File: config.mk
export PLATFORM = sky130hd
export DESIGN_NAME = fft_mag_writer
export DESIGN_NICKNAME = d
export VERILOG_FILES = /design/src/rtl/spectrum_pkg.sv /design/src/rtl/fft_mag_approx.sv /design/src/rtl/fft_mag_writer.sv
export SDC_FILE = /design/constraint.sdc
export NUM_CORES = 1
export LEC_CHECK = 0
export BUFFER_PORTS_ARGS = -buffer_cell sky130_fd_sc_hd__buf_2
export CAP_MARGIN = 5
export CORE_ASPECT_RATIO = 1.2
export CORE_MARGIN = 4
export CORE_UTILIZATION = 35
export DETAILED_ROUTE_END_ITERATION = 8
export HOLD_SLACK_MARGIN = 0.1
export SKIP_LAST_GASP = 1
export SLEW_MARGIN = 20
export SYNTH_ARGS = -nofsm -noshare
export SYNTH_HDL_FRONTEND = slang
export SYNTH_SLANG_ARGS = --single-unit
File: constraint.sdc
create_clock -name clk -period 9.4 [get_ports clk]
set_input_delay 0 -clock clk [delete_from_list [all_inputs] [get_ports clk]]
set_output_delay 0 -clock clk [all_outputs]
set_load 0.01 [all_outputs]
File: src/rtl/spectrum_pkg.sv
// -----------------------------------------------------------------------------
// spectrum_pkg
// Shared definitions for the FFT magnitude writer:
//   - state_e        : FSM state encoding of fft_mag_writer
//   - MAG_GUARD_BITS : extra bits the magnitude sum needs above the input width
// -----------------------------------------------------------------------------
package spectrum_pkg;

    typedef enum logic [1:0] {
        ST_IDLE  = 2'd0,
        ST_WRITE = 2'd1,
        ST_SKIP  = 2'd2,
        ST_DONE  = 2'd3
    } state_e;

    // |x| is saturated to the largest positive value, so it fits the input
    // width; max + (min >> 1) can exceed it and needs one more bit.
    localparam int MAG_GUARD_BITS = 1;

endpackage : spectrum_pkg

File: src/rtl/fft_mag_approx.sv
// -----------------------------------------------------------------------------
// fft_mag_approx
// Two-stage magnitude approximation |z| ~= max(|re|,|im|) + min(|re|,|im|)/2,
// scaled down by C_SHIFT and saturated to the RAM word width. The bin address
// and a final-bin tag travel through the pipeline alongside the data.
//
// Ports:
//   clk, rst           clock, synchronous active-high reset
//   in_valid           accepted bin this cycle
//   in_last            accepted bin is the final write of its frame
//   in_addr            bin index of the accepted bin
//   in_re, in_im       signed FFT bin components
//   out_valid          write strobe (two cycles after in_valid)
//   out_last           write carries the final bin of its frame
//   out_addr, out_din  write address and saturated magnitude
// -----------------------------------------------------------------------------
module fft_mag_approx
    import spectrum_pkg::*;
#(
    parameter int C_ADDR_WIDTH = 8,
    parameter int C_DATA_WIDTH = 8,
    parameter int C_IN_WIDTH   = 16,
    parameter int C_SHIFT      = 7
) (
    input  logic                           clk,
    input  logic                           rst,
    input  logic                           in_valid,
    input  logic                           in_last,
    input  logic        [C_ADDR_WIDTH-1:0] in_addr,
    input  logic signed [C_IN_WIDTH-1:0]   in_re,
    input  logic signed [C_IN_WIDTH-1:0]   in_im,
    output logic                           out_valid,
    output logic                           out_last,
    output logic        [C_ADDR_WIDTH-1:0] out_addr,
    output logic        [C_DATA_WIDTH-1:0] out_din
);

    localparam int MAG_W = C_IN_WIDTH + MAG_GUARD_BITS;
    localparam logic [C_IN_WIDTH-1:0] ABS_MAX = {1'b0, {(C_IN_WIDTH-1){1'b1}}};
    localparam logic [C_IN_WIDTH-1:0] NEG_MIN = {1'b1, {(C_IN_WIDTH-1){1'b0}}};
    localparam logic [MAG_W-1:0]      DIN_MAX = MAG_W'((64'd1 << C_DATA_WIDTH) - 64'd1);

    // Two's-complement negation of the most-negative value wraps back to
    // itself, so that one code is clamped to the largest positive value.
    function automatic logic [C_IN_WIDTH-1:0] sat_abs(input logic [C_IN_WIDTH-1:0] x);
        if (x == NEG_MIN)
            return ABS_MAX;
        else if (x[C_IN_WIDTH-1])
            return C_IN_WIDTH'(-x);
        else
            return x;
    endfunction

    // Stage 1: absolute values
    logic                    s1_valid_q, s1_valid_d;
    logic                    s1_last_q,  s1_last_d;
    logic [C_ADDR_WIDTH-1:0] s1_addr_q,  s1_addr_d;
    logic [C_IN_WIDTH-1:0]   abs_re_q,   abs_re_d;
    logic [C_IN_WIDTH-1:0]   abs_im_q,   abs_im_d;

    // Stage 2: scaled, saturated magnitude
    logic                    s2_valid_q, s2_valid_d;
    logic                    s2_last_q,  s2_last_d;
    logic [C_ADDR_WIDTH-1:0] s2_addr_q,  s2_addr_d;
    logic [C_DATA_WIDTH-1:0] s2_din_q,   s2_din_d;

    logic [C_IN_WIDTH-1:0]   mag_max, mag_min;
    logic [MAG_W-1:0]        mag, mag_shifted;

    always_comb begin
        // NOTE: every signal driven here gets a value on every path before any
        // conditional logic, otherwise synthesis infers a latch.
        s1_valid_d = in_valid;
        s1_last_d  = in_last;
        s1_addr_d  = in_addr;
        abs_re_d   = sat_abs(in_re);
        abs_im_d   = sat_abs(in_im);

        mag_max     = (abs_re_q >= abs_im_q) ? abs_re_q : abs_im_q;
        mag_min     = (abs_re_q >= abs_im_q) ? abs_im_q : abs_re_q;
        mag         = MAG_W'(mag_max) + MAG_W'(mag_min >> 1);
        mag_shifted = mag >> C_SHIFT;

        s2_valid_d = s1_valid_q;
        s2_last_d  = s1_last_q;
        s2_addr_d  = s1_addr_q;
        s2_din_d   = (mag_shifted > DIN_MAX) ? DIN_MAX[C_DATA_WIDTH-1:0]
                                             : mag_shifted[C_DATA_WIDTH-1:0];
    end

    always_ff @(posedge clk) begin
        // NOTE: data registers are reset along with the strobes so a reset
        // leaves ram_addr/ram_din at zero rather than stale values.
        if (rst) begin
            s1_valid_q <= 1'b0;
            s1_last_q  <= 1'b0;
            s1_addr_q  <= '0;
            abs_re_q   <= '0;
            abs_im_q   <= '0;
            s2_valid_q <= 1'b0;
            s2_last_q  <= 1'b0;
            s2_addr_q  <= '0;
            s2_din_q   <= '0;
        end else begin
            s1_valid_q <= s1_valid_d;
            s1_last_q  <= s1_last_d;
            s1_addr_q  <= s1_addr_d;
            abs_re_q   <= abs_re_d;
            abs_im_q   <= abs_im_d;
            s2_valid_q <= s2_valid_d;
            s2_last_q  <= s2_last_d;
            s2_addr_q  <= s2_addr_d;
            s2_din_q   <= s2_din_d;
        end
    end

    assign out_valid = s2_valid_q;
    assign out_last  = s2_last_q;
    assign out_addr  = s2_addr_q;
    assign out_din   = s2_din_q;

endmodule : fft_mag_approx

File: src/rtl/fft_mag_writer.sv
// -----------------------------------------------------------------------------
// fft_mag_writer
// Accepts a stream of FFT bins, writes the first 2^C_ADDR_WIDTH bin
// magnitudes of each frame to a spectrum RAM and discards the rest.
//
// Ports:
//   clk, rst            clock, synchronous active-high reset
//   freeze              hold the displayed spectrum (sampled in IDLE only)
//   fft_valid/fft_last  bin qualifier / final bin of a frame
//   fft_re, fft_im      signed bin components
//   ram_we/addr/din     spectrum RAM write port (2-cycle latency)
//   frame_done          one-cycle pulse the cycle after a frame's last write
//   short_err           sticky: a frame ended before all bins were written
// -----------------------------------------------------------------------------
module fft_mag_writer
    import spectrum_pkg::*;
#(
    parameter int C_ADDR_WIDTH = 8,
    parameter int C_DATA_WIDTH = 8,
    parameter int C_IN_WIDTH   = 16,
    parameter int C_SHIFT      = 7
) (
    input  logic                           clk,
    input  logic                           rst,
    input  logic                           freeze,
    input  logic                           fft_valid,
    input  logic                           fft_last,
    input  logic signed [C_IN_WIDTH-1:0]   fft_re,
    input  logic signed [C_IN_WIDTH-1:0]   fft_im,
    output logic                           ram_we,
    output logic        [C_ADDR_WIDTH-1:0] ram_addr,
    output logic        [C_DATA_WIDTH-1:0] ram_din,
    output logic                           frame_done,
    output logic                           short_err
);

    localparam logic [C_ADDR_WIDTH-1:0] CNT_MAX = '1;

    state_e                  state_q, state_d;
    logic [C_ADDR_WIDTH-1:0] cnt_q, cnt_d;
    logic                    mid_frame_q, mid_frame_d;
    logic                    short_err_q, short_err_d;
    logic                    frame_done_q, frame_done_d;

    logic                    acc_valid;
    logic                    acc_final;
    logic [C_ADDR_WIDTH-1:0] acc_addr;

    logic                    pipe_valid, pipe_last;

    always_comb begin
        state_d     = state_q;
        cnt_d       = cnt_q;
        mid_frame_d = mid_frame_q;
        short_err_d = short_err_q;
        acc_valid   = 1'b0;
        acc_final   = 1'b0;
        acc_addr    = cnt_q;

        unique case (state_q)
            ST_IDLE: begin
                if (fft_valid) begin
                    // A frame that was frozen (or cut short by DONE) when it
                    // began is skipped to its end, so an unfrozen mid-frame
                    // bin is never mistaken for bin 0.
                    if (!freeze && !mid_frame_q) begin
                        acc_valid = 1'b1;
                        acc_addr  = '0;
                        cnt_d     = C_ADDR_WIDTH'(1);
                        if (fft_last) begin
                            acc_final   = 1'b1;
                            short_err_d = 1'b1;
                            state_d     = ST_DONE;
                        end else begin
                            state_d = ST_WRITE;
                        end
                    end else begin
                        mid_frame_d = !fft_last;
                    end
                end
            end
            ST_WRITE: begin
                if (fft_valid) begin
                    acc_valid = 1'b1;
                    cnt_d     = cnt_q + 1'b1;
                    if (cnt_q == CNT_MAX) begin
                        acc_final = 1'b1;
                        state_d   = fft_last ? ST_DONE : ST_SKIP;
                    end else if (fft_last) begin
                        acc_final   = 1'b1;
                        short_err_d = 1'b1;
                        state_d     = ST_DONE;
                    end
                end
            end
            ST_SKIP: begin
                if (fft_valid && fft_last)
                    state_d = ST_DONE;
            end
            ST_DONE: begin
                state_d = ST_IDLE;
                cnt_d   = '0;
                if (fft_valid)
                    mid_frame_d = !fft_last;
            end
            default: state_d = ST_IDLE;
        endcase
    end

    // The final-bin tag reaches the pipeline output with its write, so the
    // pulse lands one cycle after that write whether the FSM is still
    // skipping or has already finished the frame.
    always_comb frame_done_d = pipe_valid && pipe_last;

    always_ff @(posedge clk) begin
        // NOTE: state registers use non-blocking assignments so every flop
        // samples the pre-edge values regardless of statement order.
        if (rst) begin
            state_q      <= ST_IDLE;
            cnt_q        <= '0;
            mid_frame_q  <= 1'b0;
            short_err_q  <= 1'b0;
            frame_done_q <= 1'b0;
        end else begin
            state_q      <= state_d;
            cnt_q        <= cnt_d;
            mid_frame_q  <= mid_frame_d;
            short_err_q  <= short_err_d;
            frame_done_q <= frame_done_d;
        end
    end

    fft_mag_approx #(
        .C_ADDR_WIDTH (C_ADDR_WIDTH),
        .C_DATA_WIDTH (C_DATA_WIDTH),
        .C_IN_WIDTH   (C_IN_WIDTH),
        .C_SHIFT      (C_SHIFT)
    ) u_mag (
        .clk       (clk),
        .rst       (rst),
        .in_valid  (acc_valid),
        .in_last   (acc_final),
        .in_addr   (acc_addr),
        .in_re     (fft_re),
        .in_im     (fft_im),
        .out_valid (pipe_valid),
        .out_last  (pipe_last),
        .out_addr  (ram_addr),
        .out_din   (ram_din)
    );

    assign ram_we     = pipe_valid;
    assign frame_done = frame_done_q;
    assign short_err  = short_err_q;

endmodule : fft_mag_writer

* Yosys cells after proc, flatten, opt, wreduce, memory -nomap -nowiden
Cells that the tools add are included.
** Operators by class
- Add/subtract/negate cells :: 4
- $lt $le $gt $ge :: 2
- Eq/ne operators :: 14
- Muxes and demuxes :: 43
- Bitwise logic cells :: 2
- Reductions and logical operators :: 16
** Operators with widths (count)
- $mux 15 :: 4
- $mux 8 :: 7
- $eq 16x16->1 const B :: 2
- $mux 16 :: 2
- $neg 16->16 :: 2
- $pmux 8 s3 :: 1
- $add 16x15->17 :: 1
- $mux 1 :: 17
- $ge 16x16->1 :: 1
- $mux 2 :: 7
- $ne 2x2->1 const B :: 7
- $gt 10x8->1 const B :: 1
- $reduce_and 5->1 :: 2
- $add 8x1->8 const B :: 1
- $eq 8x8->1 const B :: 1
- $pmux 1 s2 :: 4
- $pmux 2 s4 :: 1
- $reduce_and 4->1 :: 2
- $reduce_or 3->1 :: 2
- $eq 2x2->1 const B :: 2
- $reduce_bool 2->1 :: 2
- $logic_and 1x1->1 :: 3
- $logic_not 1->1 :: 3
- $ne 3x3->1 const B :: 1
- 4 further kinds :: 5
** Word-level totals
- Register bits after elaboration :: 73
- Output and inout port bits :: 19
- Word-level logic and storage cells :: 97

* Depth between registers and ports, before layout
- Depth in word-level cells :: 5
- Mapped depth :: 20

* Hierarchy
Synthesis repeated with hierarchy kept, for this count alone.
** Second synthesis, totals
- Cells, all modules :: 535
- Area, all modules :: 4560.6 um^2
** Modules (own cells, without submodules)
- fft_mag_approx :: times used 1, cells each 423, area an instance 3643.5 um^2
- fft_mag_writer :: times used 1, cells each 112, area an instance 917.1 um^2

* Worst setup path after synthesis
No wires, ideal clock.
- Kind :: reg2reg
- From :: register u_mag.abs_im_q[15]
- To :: register u_mag.s2_din_q[6] (netlist: u_mag.out_din[6])
- Library setup time :: 0.131 ns
- Arrival :: 3.509 ns
- Data required time :: 9.269 ns
- Setup slack :: 5.760 ns
- Cell stages (with the launch flop) :: 19
- Clock period less this slack :: 3.640 ns
- Path through :: dfxtp_1 -> inv_1 -> ha_1 -> nand4_1 -> nor3_1 -> o311ai_2 -> nand3_2 -> buf_6 -> buf_2 -> mux2_2 -> ha_1 -> a21o_1 -> a21oi_1 -> o21bai_1 -> a21o_1 -> a221o_1 -> a31oi_1 -> xnor2_1 -> o21ai_1
** On the way
- Cells in the longest elaborated chain, start to end :: 5
** Ends and longest elaborated chain
- start: declaration :: RTL line fft_mag_approx.sv:59 : logic [C_IN_WIDTH-1:0] abs_im_q, abs_im_d;
- start signal: assignment :: RTL line fft_mag_approx.sv:109 : abs_im_q <= abs_im_d;
- $ge 16x16->1 :: RTL line fft_mag_approx.sv:79, fft_mag_approx.sv:80
- $mux 16 (on tied branches) :: RTL line fft_mag_approx.sv:79, fft_mag_approx.sv:80
- $add 16x15->17 * :: RTL line fft_mag_approx.sv:81 : mag = MAG_W'(mag_max) + MAG_W'(mag_min >> 1);
- $gt 10x8->1 :: RTL line fft_mag_approx.sv:87 : s2_din_d = (mag_shifted > DIN_MAX) ? DIN_MAX[C_DATA_WIDTH-1:0]
- $mux 8 * :: RTL line fft_mag_approx.sv:87
- end signal: assignment :: RTL line fft_mag_approx.sv:113 : s2_din_q <= s2_din_d;
- end: declaration :: RTL line fft_mag_approx.sv:65 : logic [C_DATA_WIDTH-1:0] s2_din_q, s2_din_d;
Mark *: on every way between the ends. The rest lies on a longest branch, timed or not.
A chain may end at the register's enable or synchronous reset.

* Final worst setup path
- From :: register u_mag.abs_im_q[1]
- To :: register u_mag.s2_din_q[1] (netlist: u_mag.out_din[1])
The elaborated chain is that of the path after synthesis.

==> flow_summary.json <==
{
  "seqPwrFrac_pct": 36.4,
  "drt_iter0_markers": 155,
  "clk_latency_ns": 0.33,
  "synthCells": 513,
  "num_vias": 3804,
  "syn_avg_cell_area_um2": 8.46,
  "synth_top_cells_by_count": "dfxtp_1 (73), a21oi_1 (54), o21ai_0 (39)",
  "cts.htree.levels": 3,
  "drc": 0,
  "drv_cap": 0,
  "p_int_mw": 0.650,
  "tightest_slew_ns": 0.860,
  "cts.clk_slew.worst_paths_ns": 0.06,
  "power_leakage_nw": 2.35,
  "core-area_mm2": 0.0121,
  "use_met2_pct": 23.9,
  "clockBufferDepth": 2,
  "cts_buffers": 9,
  "ys_types": 53,
  "hold_violations": 0,
  "start_kind": "register",
  "swShare_pct": 33.3,
  "fp.dieH_um": 130,
  "grt_pass1_vias": 3628,
  "die_w_um": 110,
  "path_max_fanout": 47,
  "synth_fp_nets": 587,
  "cts_num_sinks": 73,
  "start_util_pct": 35.8,
  "cts_resized": 0,
  "combPwrFrac_pct": 30.4,
  "power_density_mw_per_mm2": 181,
  "io_buffers": 55,
  "rsz0062_at_grt": "false",
  "fin_crit_ns": 4.47,
  "end_kind": "register",
  "yosys_warnings": 0,
  "status": "finished, final reports clean",
  "fin_util_pct": 44.5,
  "slew_violations": 0,
  "async_flop_share_pct": 0,
  "switching_power_mw": 0.325,
  "fmax_ghz": 0.223,
  "area_growth_pct": 24.2,
  "postRouteAntennaNets": 0,
  "finalNetCount": 670,
  "hpwl_um": 7230,
  "antenna_found_initial": 0,
  "synth_area_leader_cell": "dfxtp_1",
  "crit_arrival_ns": 4.67,
  "tns_ns": 0,
  "post_cts_buffers": 0,
  "clkPwrFrac_pct": 33.2,
  "synth-edff-count": 0,
  "grt.met1_usage_pct": 18.2,
  "dieArea_mm2": 0.0142,
  "hp-class": "input pin to register",
  "worstSetupPathType": "register to register",
  "cp.required_ns": 9.59,
  "relSlewSlack_pct": 42.6,
  "grt_use_total_pct": 14.4,
  "clock-root-buffer": "clkbuf_16",
  "grt_pass1_wl_um": 16700,
  "place.gp.congestion": 0.832,
  "top_usage_layer": "met2",
  "synth_ff_type": "dfxtp_1",
  "routed_wl_um": 9700,
  "synth_area_leaders": "dfxtp_1 (34%), ha_1 (11%), a21oi_1 (6.2%)",
  "peakVddDrop_v": 0.0000750,
  "period_share_pct": 47.6,
  "wl_per_cell_um": 12.7,
  "diodes": 0,
  "yosys.area.top_type_share_pct": 33.7,
  "yosysMostFrequentCell": "dfxtp_1",
  "use_met3_pct": 3.17,
  "cts_tree": "built",
  "drive_gt1_share_pct": 15.5,
  "detail_route.vias_per_cell": 4.99,
  "ys_ff_latch": 73,
  "ys_seq_area_share_pct": 33.7,
  "setup_violations": 0,
  "syn-cell-area_mm2": 0.00434,
  "dr.pass1.iters": 4,
  "ios": 56,
  "grt_max_degree": 67,
  "grt-ovfl-total": 0,
  "fin_skew_ns": 0.00358,
  "rows": 44
}
per-stage QoR:
step / std cells / instance area (um2) / power [mW] / hold WS, ns / setup WS, ns
after global placement: 709 / 4730 / 0.636 / 0.275 / 5.10
after floorplan: 513 / 4340 / 0.571 / 0.109 / 5.76
after detailed placement: 709 / 4730 / 0.643 / 0.269 / 4.96
after CTS: 762 / 5390 / 0.985 / 0.105 / 4.93
after global routing: 762 / 5390 / 1.04 / 0.105 / 4.57
final: 762 / 5390 / 0.976 / 0.0997 / 4.93
state kept, by name, summed over array words and instances, names as in the netlist:
register,cells
u_mag.out_valid,1
u_mag.s1_valid_q,1
short_err,1
u_mag.s1_last_q,1
state_q,2
cnt_q,8
u_mag.out_addr,8
u_mag.s1_addr_q,8
u_mag.abs_im_q,16
u_mag.out_din,8
u_mag.out_last,1
frame_done,1
mid_frame_q,1
u_mag.abs_re_q,16
cells in the final DEF (no fill, tap or decap), types with 2 or more instances in the layout:
| master | Yosys | routed |
|---|---|---|
| o31ai_1 | 11 | 11 |
| nor4_1 | 2 | 2 |
| nor3_1 | 5 | 5 |
| nor3b_1 | 6 | 6 |
| o41ai_1 | 4 | 4 |
| a31oi_1 | 5 | 5 |
| and2_1 | 8 | 8 |
| nand2_1 | 38 | 38 |
| nand4_1 | 6 | 6 |
| o21a_1 | 3 | 3 |
| clkbuf_16 | 0 | 9 |
| o21ai_0 | 39 | 39 |
| buf_2 | 2 | 55 |
| nor2_1 | 26 | 26 |
| dfxtp_1 | 73 | 73 |
| xor2_1 | 26 | 26 |
| mux2i_1 | 7 | 7 |
| clkinvlp_4 | 0 | 3 |
| or4_4 | 2 | 2 |
| or4_1 | 5 | 5 |
| or3_1 | 4 | 4 |
| a211oi_1 | 7 | 7 |
| a21o_1 | 10 | 10 |
| inv_6 | 0 | 3 |
| and4_1 | 2 | 2 |
| ha_1 | 37 | 37 |
| dlygate4sd3_1 | 0 | 37 |
| mux2_2 | 14 | 14 |
| or2_1 | 2 | 2 |
| nand3_1 | 10 | 10 |
| nand2b_1 | 5 | 5 |
| and4b_1 | 2 | 2 |
| xnor2_1 | 5 | 5 |
| nor2b_1 | 17 | 17 |
| and3_1 | 4 | 4 |
| o21ai_1 | 5 | 5 |
| a21oi_1 | 54 | 54 |
| inv_1 | 31 | 31 |
timing repair:
action,in CTS,in global routing
hold buffers,37,0
setup endpoints to repair,0,0
endpoints found under the hold margin,36,0
layout make-up:
type / instances / area (um2)
Fill cell: 1198 / 6720
Multi-Input combinational cell: 388 / 2670
Sequential cell: 73 / 1460
Timing Repair Buffer: 93 / 653
Clock buffer: 9 / 225
Tap cell: 161 / 201
Inverter: 31 / 116
Clock inverter: 7 / 60.1
path summary, 6_finish.rpt:
path / start / endpoint / slack [ns] / cells after the start
worst max-delay path: u_mag.abs_im_q[1] / u_mag.out_din[1] / 4.93 / 16
worst min-delay path: fft_re[1] / u_mag.abs_re_q[1] / 0.1 / 3
worst max register to register: u_mag.abs_im_q[1] / u_mag.out_din[1] / 4.93 / 16
worst min register to register: u_mag.out_last / frame_done / 0.41 / 2
metal layers:
layer	share of wire [%]	vias up
met5	0	-
met4	2.2	0
met3	3.8	18
met2	46	76
met1	48	1712
li1	-	1998
power groups by stage:
stage                     sequential, mW  combinational (mW)  clock, mW
after floorplan                    0.364               0.206          0
after global placement             0.362               0.274          0
after detailed placement           0.362               0.280          0
after CTS                          0.356               0.296      0.333
after global routing               0.359               0.335      0.347
final                              0.355               0.297      0.324
worst max-delay path, stage by stage, from the launching register on:
cell and delay (ns):
dfxtp_1 0.32, inv_1 0.05, ha_1 0.30, nor2b_1 0.14, o211a_1 0.21, o311ai_2 0.27, nand3_2 0.72, mux2_2 0.55
ha_1 0.37, a21o_1 0.20, a21oi_1 0.13, nor2b_1 0.08, o31ai_1 0.21, a21o_1 0.14, a31oi_1 0.14, a21oi_1 0.35
o21ai_1 0.13
logic make-up after synthesis:
logic type      synth area share [%]
buf+inv                         4.73
compound gates                  20.4
xor+xnor                        6.26
fa+ha+maj                       10.7
mux                             5.25
flops                           33.7
simple gates                    19.0
No activity file was read; power rests on OpenSTA's default activity.
